File: src/rtl/controller_poller_m.sv
// Two-controller serial poller: latches both pads, clocks out eight bits each,
// and commits the decoded (1 = pressed) button bytes atomically for CPU reads.
module controller_poller_m #(
  parameter int HALF_PERIOD = 76
) (
  input  logic       clk_12_5875,
  input  logic       rst_B,
  input  logic       start,
  input  logic       SELECT_controller,
  input  logic       cpu_address_lo,
  output logic [7:0] data_out,
  input  logic [1:0] ctrl_data_B,
  output logic       ctrl_latch,
  output logic       ctrl_clk,
  output logic       busy,
  output logic       done
);

  localparam int CW = $clog2(16 * HALF_PERIOD + 2);
  localparam logic [CW-1:0] LATCH_RELOAD = CW'(2 * HALF_PERIOD - 1);
  localparam logic [CW-1:0] HALF_RELOAD  = CW'(HALF_PERIOD - 1);

  typedef enum logic [2:0] {
    IDLE     = 3'd0,
    LATCH    = 3'd1,
    CLK_HIGH = 3'd2,
    CLK_LOW  = 3'd3,
    DONE     = 3'd4
  } state_t;

  state_t        state_q;
  logic [CW-1:0] cnt_q;
  logic [2:0]    bit_q;
  logic          latch_q;
  logic          clk_q;
  logic          busy_q;
  logic          done_q;
  logic [1:0]    sync1_q;
  logic [1:0]    sync2_q;
  logic [7:0]    sh_q  [2];
  logic [7:0]    sh_d  [2];
  logic [7:0]    res_q [2];

  // Pads drive active-low data; store inverted so a set bit means pressed.
  generate
    for (genvar gi = 0; gi < 2; gi++) begin : g_shift
      assign sh_d[gi] = {sh_q[gi][6:0], ~sync2_q[gi]};
    end
  endgenerate

  always_ff @(posedge clk_12_5875 or negedge rst_B) begin
    if (!rst_B) begin
      sync1_q <= 2'b11;
      sync2_q <= 2'b11;
    end else begin
      sync1_q <= ctrl_data_B;
      sync2_q <= sync1_q;
    end
  end

  always_ff @(posedge clk_12_5875 or negedge rst_B) begin
    if (!rst_B) begin
      state_q  <= IDLE;
      cnt_q    <= '0;
      bit_q    <= 3'd0;
      latch_q  <= 1'b0;
      clk_q    <= 1'b0;
      busy_q   <= 1'b0;
      done_q   <= 1'b0;
      sh_q[0]  <= 8'h00;
      sh_q[1]  <= 8'h00;
      res_q[0] <= 8'h00;
      res_q[1] <= 8'h00;
    end else begin
      done_q <= 1'b0;
      case (state_q)
        IDLE: begin
          if (start) begin
            state_q <= LATCH;
            latch_q <= 1'b1;
            busy_q  <= 1'b1;
            cnt_q   <= LATCH_RELOAD;
          end
        end
        LATCH: begin
          if (cnt_q == '0) begin
            sh_q[0] <= sh_d[0];
            sh_q[1] <= sh_d[1];
            state_q <= CLK_HIGH;
            latch_q <= 1'b0;
            clk_q   <= 1'b1;
            cnt_q   <= HALF_RELOAD;
            bit_q   <= 3'd1;
          end else begin
            cnt_q <= cnt_q - CW'(1);
          end
        end
        CLK_HIGH: begin
          if (cnt_q == '0) begin
            state_q <= CLK_LOW;
            clk_q   <= 1'b0;
            cnt_q   <= HALF_RELOAD;
          end else begin
            cnt_q <= cnt_q - CW'(1);
          end
        end
        CLK_LOW: begin
          if (cnt_q == '0) begin
            sh_q[0] <= sh_d[0];
            sh_q[1] <= sh_d[1];
            if (bit_q == 3'd7) begin
              state_q <= DONE;
              done_q  <= 1'b1;
            end else begin
              state_q <= CLK_HIGH;
              clk_q   <= 1'b1;
              cnt_q   <= HALF_RELOAD;
              bit_q   <= bit_q + 3'd1;
            end
          end else begin
            cnt_q <= cnt_q - CW'(1);
          end
        end
        DONE: begin
          // Both bytes commit on the same edge so a CPU never sees a mix.
          res_q[0] <= sh_q[0];
          res_q[1] <= sh_q[1];
          busy_q   <= 1'b0;
          state_q  <= IDLE;
        end
        default: begin
          state_q <= IDLE;
          latch_q <= 1'b0;
          clk_q   <= 1'b0;
          busy_q  <= 1'b0;
        end
      endcase
    end
  end

  always_comb begin
    data_out = 8'h00;
    if (SELECT_controller) begin
      data_out = cpu_address_lo ? res_q[1] : res_q[0];
    end
  end

  assign ctrl_latch = latch_q;
  assign ctrl_clk   = clk_q;
  assign busy       = busy_q;
  assign done       = done_q;

endmodule

File: config.mk
export PLATFORM = sky130hd
export DESIGN_NAME = controller_poller_m
export DESIGN_NICKNAME = d
export VERILOG_FILES = /design/src/rtl/controller_poller_m.sv
export SDC_FILE = /design/constraint.sdc
export NUM_CORES = 1
export LEC_CHECK = 0
export CAP_MARGIN = 25
export CORE_MARGIN = 5
export CORE_UTILIZATION = 65
export CTS_BUF_LIST = sky130_fd_sc_hd__clkbuf_2
export DETAILED_ROUTE_END_ITERATION = 12
export PLACE_DENSITY_LB_ADDON = 0.25
export SLEW_MARGIN = 20
export SYNTH_ARGS = -nofsm -noshare
export SYNTH_HDL_FRONTEND = slang
export SYNTH_SLANG_ARGS = --single-unit
File: constraint.sdc
create_clock -name clk_12_5875 -period 4.8 [get_ports clk_12_5875]
set_clock_uncertainty 0.15 [all_clocks]
set_input_delay 0.96 -clock clk_12_5875 [delete_from_list [all_inputs] [get_ports clk_12_5875]]
set_output_delay 0.96 -clock clk_12_5875 [all_outputs]
set_load 0.005 [all_outputs]
==> results of run 1 <==
report_power, final:
group	switching (uW)	internal, uW
Combinational	114	103
Clock	178	119
Sequential	88.9	543
Total	381	766
layer usage:
| layer | global-route usage | up-vias | wire, um |
|---|---|---|---|
| met4 | 0.0905 | 0 | 68 |
| met3 | 0.0698 | 8 | 233 |
| met5 | 0 | - | 0 |
| met2 | 0.332 | 52 | 2490 |
| li1 | - | 861 | - |
| met1 | 0.282 | 935 | 2190 |
sequential cells by signal (all words and copies together), names as in the netlist, 2 cells and up:
signal   flops
res_q       16
sh_q         2
sh_d        14
sync1_q      2
bit_q        3
sync2_q      2
state_q      3
cnt_q       11
worst paths after layout:
kind	startpoint	to	slack, ns	cells after the start
min in group asynchronous	rst_B	res_q[5]	0.44	2
min	sync1_q[0]	sync2_q[0]	0.19	0
max in group asynchronous	rst_B	sh_d[9]	3.59	2
max reg2reg	cnt_q[0]	sh_d[14]	2.01	6
min reg2reg	sync1_q[0]	sync2_q[0]	0.19	0
max	cpu_address_lo	data_out[0]	1.19	4
stage by stage:
step / setup WS [ns] / area (sq um) / power, uW
after floorplan: 2.09 / 2650 / 780
after global placement: 1.16 / 2860 / 842
after detailed placement: 1.16 / 2860 / 854
after CTS: 1.15 / 2970 / 1150
after global routing: 1.06 / 2970 / 1220
final: 1.19 / 2970 / 1150
cell families after synthesis:
group | after synthesis | share of synthesized area
buffers and inverters | 20 | 0.0335
AOI/OAI and AO/OA | 48 | 0.124
DFF | 57 | 0.540
and+or+nand+nor | 53 | 0.123
muxes | 39 | 0.162
adders and majority gates | 4 | 0.0189
cell type report:
class / count / area [sq um] / area share
multi-input combinational: 144 / 1130 / 0.382
inverter: 11 / 41.3 / 0.0139
timing repair buffer: 20 / 190 / 0.0641
sequential: 57 / 1430 / 0.482
tap: 50 / 62.6 / 0.0211
clock inverter: 6 / 58.8 / 0.0198
clock buffer: 10 / 50.0 / 0.0169
placed cells by master, fill, tap and decap left out, types with 2 or more instances in the layout:
master / Yosys / routed
nor2b_1: 8 / 8
a21oi_1: 6 / 6
a31oi_1: 9 / 9
mux2i_1: 8 / 8
clkdlybuf4s50_1: 0 / 17
nor3_1: 3 / 3
o22ai_1: 4 / 4
ha_1: 4 / 4
a211oi_1: 4 / 4
dfrtp_1: 53 / 53
nor2_1: 13 / 13
mux2_2: 31 / 31
nand3_1: 2 / 2
a22o_1: 2 / 2
nand2_1: 9 / 9
inv_1: 10 / 10
o41ai_1: 2 / 2
buf_4: 0 / 2
clkinv_1: 1 / 3
nor3b_1: 2 / 2
clkbuf_2: 1 / 10
o21ai_0: 10 / 10
dfstp_2: 4 / 4
or4_1: 3 / 3
critical path, delay by kind of cell:
kind                   cells  cell delay, ns
buffers and inverters      2            1.27
AND/OR/NAND/NOR            1            0.13
multiplexers               1            0.14
==> impl_metrics.tcl, run 1 <==
set metrics [dict create \
    status "finished, final reports clean" \
    min_period_ns 3.61 \
    hold_viol 0 \
    synth_seq_cells 57 \
    cp.arrival_ns 2.50 \
    ys_top_cells_by_count "dfrtp_1 (53), mux2_2 (31), nor2_1 (13)" \
    antenna_found_initial 0 \
    vias_per_cell 6.23 \
    nets 254 \
    post_cts_buffers 0 \
    htreeDepth 3 \
    cts_inserted_buffers 9 \
    fillers 260 \
    cp-end-kind "primary output" \
    synth_edf_count 0 \
    syn-mean-instance-area_sq_um 12.0 \
    period_share 0.753 \
    clock_sinks 57 \
    hold_class "reg -> reg" \
    grt_pass1_vias 1924 \
    wl_per_cell_um 16.7 \
    grtUsageTotal 0.216 \
    async_flop_share 1.00 \
    routed-via-count 1856 \
    drv_cap 0 \
    rsz0062_at_grt "false" \
    max-vdd-ir-drop_mv 0.285 \
    drt_drc_violations_left 0 \
    clock-root-buffer "clkbuf_2" \
    syn_to_final_growth_pct 11.8 \
    tns_ns 0 \
    clk_pin_slew_ns 0.16 \
    grt_max_degree 58 \
    coreArea_sq_um 3970 \
    num_rows 23 \
    dp_hpwl_um 3290 \
    clock_path_buffers 2 \
    routed_wl_um 4980 \
    max_freq_ghz 0.277 \
    fin_util 0.747 \
    power.density_nw_per_um2 387 \
    yosysWarnings 0 \
    synth-seq-area-share 0.540 \
    synth_cell_types 49 \
    critPathLaunchType "primary input" \
    yosys.area.top_type_share 0.500 \
    synthesis.nets 232 \
    setup_viol 0 \
    initial_utilization 0.668 \
    synth_top_area_cell "dfrtp_1" \
    tritoncts "yes" \
    cts_resized 0 \
    timing.hold.ws_ns 0.193 \
    die-area_sq_um 5460 \
    tightest_slew_ns 0.922 \
    path_max_fanout 8 \
    grt-ovfl-total 0 \
    die_y_um 73.9 \
    fin_cells 298 \
    cpMostUsedCell "clkdlybuf4s50_1" \
    ant_nets 0 \
    path_class "in -> out" \
    ios 19 \
    worstPathRequired_ns 3.69 \
    worstPathCellList "clkdlybuf4s50_1 -> mux2i_1 -> nor2b_1 -> clkdlybuf4s50_1" \
    slew_headroom 0.380 \
    postCtsHoldBufs 0 \
    dp.cells 282 \
    p_leak_uw 0.00136 \
    synth.area.top_cells "dfrtp_1 (50%), mux2_2 (13%), dfstp_2 (4.0%), mux2i_1 (3.0%), a31oi_1 (2.1%)" \
    drv_slew 0 \
    dominantRegCellSynth "dfrtp_1" \
    slowest_stage "clkdlybuf4s50_1" \
    cp_slowest_stage_delay_ns 0.77 \
    firstDrtPassIters 4 \
    die_w_um 73.9 \
    drtIter0Drc 121 \
    port_buffers 18 \
    netlist_area_sq_um 2650 \
    diodes 0 \
    drive_gt1_frac 0.254 \
    grt_first_pass_wirelength_um 8870 \
    netlist_instances 221 \
    gp_congestion 0.798 \
    clk_latency_ns 0.48 \
    yosysMostFrequentCell "dfrtp_1" \
]
Note: power is estimated with default switching activity, not from simulation.
==> inputs of run 2 (changes only) <==
CORE_UTILIZATION = 54   (was 65)
clock period = 3.1 ns   (was 4.8 ns; I/O delays follow)
==> impl_metrics.tcl, run 2 (same netlist as run 1, synthesis figures left out) <==
set metrics [dict create \
    num_rows 25 \
    htreeDepth 3 \
    initial_utilization 0.558 \
    drtIter0Drc 154 \
    final_area_sq_um 3040 \
    reg2reg_setup_slack_ns 0.71 \
    dpl-instance-area_sq_um 2930 \
    routed-via-count 1833 \
    path_max_fanout 8 \
    clock_path_buffers 2 \
    final_cell_mix "dfrtp_1 (53), mux2_2 (31), clkdlybuf4s50_1 (17)" \
    cp.arrival_ns 2.01 \
    rsz0062_at_grt "false" \
    gp_congestion 0.798 \
    max_freq_ghz 0.359 \
    hold_class "reg -> reg" \
    clock_sinks 57 \
    whs_path_depth 0 \
    power.density_nw_per_um2 584 \
    largest_reg_flops 16 \
    status "finished, final reports clean" \
    die_w_um 80.1 \
    max-vdd-ir-drop_mv 0.301 \
    timing.rr.end "sh_d[3]" \
    diodes 0 \
    setup_viol 0 \
    tritoncts "yes" \
    clock-root-buffer "clkbuf_2" \
    tns_ns 0 \
    dp_hpwl_um 3300 \
    p_leak_uw 0.00140 \
    grt_max_degree 31 \
    vias_per_cell 5.73 \
    path_class "in -> out" \
    post_cts_buffers 0 \
    top_register "res_q" \
    grt_first_pass_wirelength_um 8670 \
    postCtsHoldBufs 1 \
    clk_latency_ns 0.46 \
    syn_to_final_growth_pct 14.6 \
    routed_wl_um 4950 \
    wl_per_cell_um 15.5 \
    hp-start "sync1_q[0]" \
    reg2reg_from "cnt_q[0]" \
    ant_nets 0 \
    cts_inserted_buffers 9 \
    min_period_ns 2.78 \
    drv_slew 0 \
    grt_pass1_vias 1840 \
    nets 260 \
    hold_viol 0 \
    port_buffers 18 \
    worstHoldEndpoint "sync2_q[0]" \
    layout_commonest_cell "dfrtp_1" \
    period_share 0.898 \
    drive_gt1_frac 0.273 \
    die_y_um 80.1 \
    critPathLaunchType "primary input" \
    ff2ff_path_depth 8 \
    coreArea_sq_um 4750 \
    antenna_found_initial 0 \
    cp-end-kind "primary output" \
    crit_start "cpu_address_lo" \
    clk_pin_slew_ns 0.14 \
    drt_drc_violations_left 0 \
    firstDrtPassIters 4 \
    cts_resized 0 \
    ios 19 \
    die-area_sq_um 6410 \
    drv_cap 0 \
    worstPathRequired_ns 2.33 \
    tightest_slew_ns 0.673 \
    grt-ovfl-total 0 \
    grtUsageTotal 0.179 \
    slew_headroom 0.552 \
]
==> run 2: report_power, final <==
| part | internal, uW | switching, uW | total (uW) |
|---|---|---|---|
| clock network | 185 | 264 | 449 |
| registers | 841 | 135 | 976 |
| logic | 173 | 175 | 348 |
| total | 1200 | 574 | 1770 |
==> run 2: critical path, stage by stage <==
cell             delay [ns]
clkdlybuf4s50_1        0.45
buf_4                  0.20
mux2i_1                0.10
nor2b_1                0.12
clkdlybuf4s50_1        0.51
==> run 2: per-layer routing <==
metal | GRT usage | vias up | share of wire
met1 | 0.231 | 912 | 0.47
li1 | - | 874 | -
met5 | 0 | - | 0
met2 | 0.282 | 41 | 0.48
met3 | 0.0381 | 6 | 0.037
met4 | 0.0946 | 0 | 0.013
==> run 2: stage by stage <==
| step | std cells | setup slack [ns] | total power, uW | hold slack [ns] | util |
|---|---|---|---|---|---|
| 5_1_grt | 320 | 0.227 | 1870 | 0.222 | 0.639 |
| 6_report | 320 | 0.315 | 1770 | 0.216 | 0.639 |
| 2_1_floorplan | 221 | 0.881 | 1210 | 0.174 | - |
| 3_3_place_gp | 304 | 0.339 | 1320 | 0.196 | 0.616 |
| 4_1_cts | 320 | 0.325 | 1780 | 0.217 | 0.639 |
| 3_5_place_dp | 304 | 0.338 | 1340 | 0.197 | 0.616 |
==> run 2: worst max path at each step <==
stage	slack, ns	endpoint
after global routing	0.23	data_out[3]
after CTS	0.32	data_out[3]
after floorplan	0.88	cnt_q[3]
after global placement	0.34	data_out[3]
after detailed placement	0.34	data_out[7]
final	0.32	data_out[3]
==> run 2: cell type report <==
type                    instances  area (sq um)
clock buffers                  11          55.1
clock inverters                 4          45.0
fillers                       398          1720
inverters                      11          41.3
multi-input cells             144          1130
flip-flops and latches         57          1430
well taps                      67          83.8
repair buffers                 26           250
==> RTL edit: new RTL, flow settings as in run 2 <==
`HALF_PERIOD`: 76 -> 38.
--- a/src/rtl/controller_poller_m.sv
+++ b/src/rtl/controller_poller_m.sv
@@ -2,5 +2,5 @@
 // and commits the decoded (1 = pressed) button bytes atomically for CPU reads.
 module controller_poller_m #(
-  parameter int HALF_PERIOD = 76
+  parameter int HALF_PERIOD = 38
 ) (
   input  logic       clk_12_5875,
Check against the original RTL: same outputs for any inputs over 10 cycles, from zero or initial values and one cycle with rst_B low; that may be too few to reach the edited logic, so the function may still have changed.
==> RTL edit against run 2 <==
Critical path depth unchanged. Sequential cell count fell by 1. Clock power fell by 35%. Worst hold slack got worse by 0.15 ns. Sequential share of layout area grew 2.7 points. Power down 4.5%. Routed wire length down 13%. Maximum frequency increased by 0.85%. Setup slack better by 0.023 ns. Sequential power rose by 2%. Count of clock-buffer cells in the layout decreased by 6. Final area fell by 7.2%. Synthesized area is 2.8% lower. Critical path type unchanged. Largest power group unchanged.
==> RTL edit: results (changes against run 2) <==
| Metric | Value |
|---|---|
| Synthesized Nets | `228 (was 232)` |
| Worst setup path start | `cpu_address_lo (unchanged)` |
| Clk Tree Root Cell | `clkbuf_2 (unchanged)` |
| Worst R2R Start | `cnt_q[0] (unchanged)` |
| Vias | `1669 (was 1833)` |
| Initial antenna violation count | `0 (unchanged)` |
| GRT Total Usage | `15.7% (was 17.9%)` |
| IO Port Bufs | `18 (unchanged)` |
| Fin nets | `243 (was 260)` |
| Clock Pin Slew Worst Setup and Hold Paths | `0.32 ns (was 0.14 ns)` |
| TritonCTS buffer count | `5 (was 9)` |
| Largest register FFs | `16 (unchanged)` |
| Largest cells by area after synthesis | `dfrtp_1 (50%), mux2_2 (13%), dfstp_2 (4.1%) (was dfrtp_1 (50%), mux2_2 (13%), dfstp_2 (4.0%))` |
| Tightest Pin Transition | `0.734 ns (was 0.673 ns)` |
| Share of cells above drive strength 1 | `23.9% (was 27.3%)` |
| Met2 usage | `25.2% (was 28.2%)` |
| Synth top cells by count | `dfrtp_1 (52), mux2_2 (30), nand2_1 (12), nor2_1 (12), nor2b_1 (11) (was dfrtp_1 (53), mux2_2 (31), nor2_1 (13))` |
| CP max FO | `8 (unchanged)` |
| CTS max path bufs | `2 (unchanged)` |
| Post-synthesis sequential area ratio | `54.5% (was 54.0%)` |
| Postcts setup bufs | `0 (unchanged)` |
| Yosys warnings | `0 (unchanged)` |
| Diode count | `0 (unchanged)` |
| CP arrival | `1.99 ns (was 2.01 ns)` |
| Met3 Use GR | `3.74% (was 3.81%)` |
| Met1 usage | `21.1% (was 23.1%)` |
| Largest net degree at the start of global routing | `57 (was 31)` |
| First-pass GRT wire length | `7790 microns (was 8670 microns)` |
| Hpwl dp | `2910 microns (was 3300 microns)` |
| Number of detailed-route iterations in the first pass | `4 (unchanged)` |
| Static leakage | `1.33 nW (was 1.40 nW)` |
| DRT iter0 DRCs | `113 (was 154)` |
| Placer's final routability congestion estimate | `0.787 (was 0.798)` |
| Final hold violations | `0 (unchanged)` |
| VDD IR-drop max | `0.000350 V (was 0.000301 V)` |
| Total wire length | `4280 microns (was 4950 microns)` |
| Crit-path slowest cell | `clkdlybuf4s50_1 (unchanged)` |
| Most flops, register | `res_q (unchanged)` |
| CP peak stage delay | `roughly 0.52 ns` |
| Number of global-route vias before repair | `1641 (was 1840)` |
| Ys async rst share | `100% (unchanged)` |
| Run status | `complete, no violations (unchanged)` |
| Distinct cell type count after synthesis | `47 (was 49)` |
| H-tree levels | `2 (was 3)` |
| Place WS | `0.322 ns (was 0.338 ns)` |
| Worst Hold Class | `input pin to async pin (was register to register)` |
| Worst-Skew Late Latency | `approximately 0.47 ns` |
| Post-CTS resize count | `0 (unchanged)` |
## RTL edit: cell count changes after synthesis, sizes merged, moves of 3 or more
cell / delta
nand3: +4
nand2: +5
inv: -3
a31oi: -9
a211oi: -3
nor2b: +3
o22ai: -3
buf: +3
## RTL edit: final cells by class
class / instances / area [sq um]
Sequential cell: 56 / 1410
Clock inverter: 3 / 22.5
Tap cell: 54 / 67.6
Fill cell: 409 / 1870
Clock buffer: 5 / 25.0
Timing Repair Buffer: 21 / 198
Multi-Input combinational cell: 142 / 1080
Inverter: 7 / 26.3
## RTL edit: per-layer routing
layer	part of all wire (%)	wire, microns
met1	46	1990
met2	49	2080
met3	3.7	158
met4	1.2	53
met5	0	0
## RTL edit: critical path: cells and delay by family
kind / cells / cell delay [ns]
simple gates: 1 / 0.11
buf+inv: 3 / 1.16
mux: 1 / 0.10
## RTL edit: cells by family after synthesis
| logic type | Yosys count | synth area share, % |
|---|---|---|
| adder cells (fa/ha/maj) | 3 | 1.46 |
| multiplexers | 38 | 16.2 |
| buffers and inverters | 20 | 3.74 |
| AO/OA/AOI/OAI | 36 | 9.80 |
| AND/OR/NAND/NOR | 65 | 14.3 |
| flip-flops | 56 | 54.5 |
## RTL edit: path summary, 6_finish.rpt
kind | endpoint | slack (ns) | cells after the start
worst max-delay path | data_out[4] | 0.34 | 5
worst min-delay path | sh_d[15] | 0.07 | 2
worst max register to register | cnt_q[8] | 0.82 | 6
worst min register to register | sync2_q[0] | 0.23 | 0
max in group asynchronous | res_q[1] | 2.23 | 2
min in group clk_12_5875 | sync2_q[0] | 0.23 | 0
## RTL edit: report_power, final
part,switching [mW],total (mW),internal (mW),leakage [nW]
Clock,0.232,0.292,0.0596,0.0333
Combinational,0.187,0.405,0.219,0.565
Sequential,0.144,0.996,0.852,0.734
## RTL edit: metrics by stage
step,utilization (%),instances,power [mW],area [sq um]
after floorplan,-,218,1.29,2580
after global placement,59.1,280,1.40,2770
after detailed placement,59.1,280,1.42,2770
after CTS,60.1,288,1.71,2820
after global routing,60.1,288,1.82,2820
final,60.1,288,1.69,2820
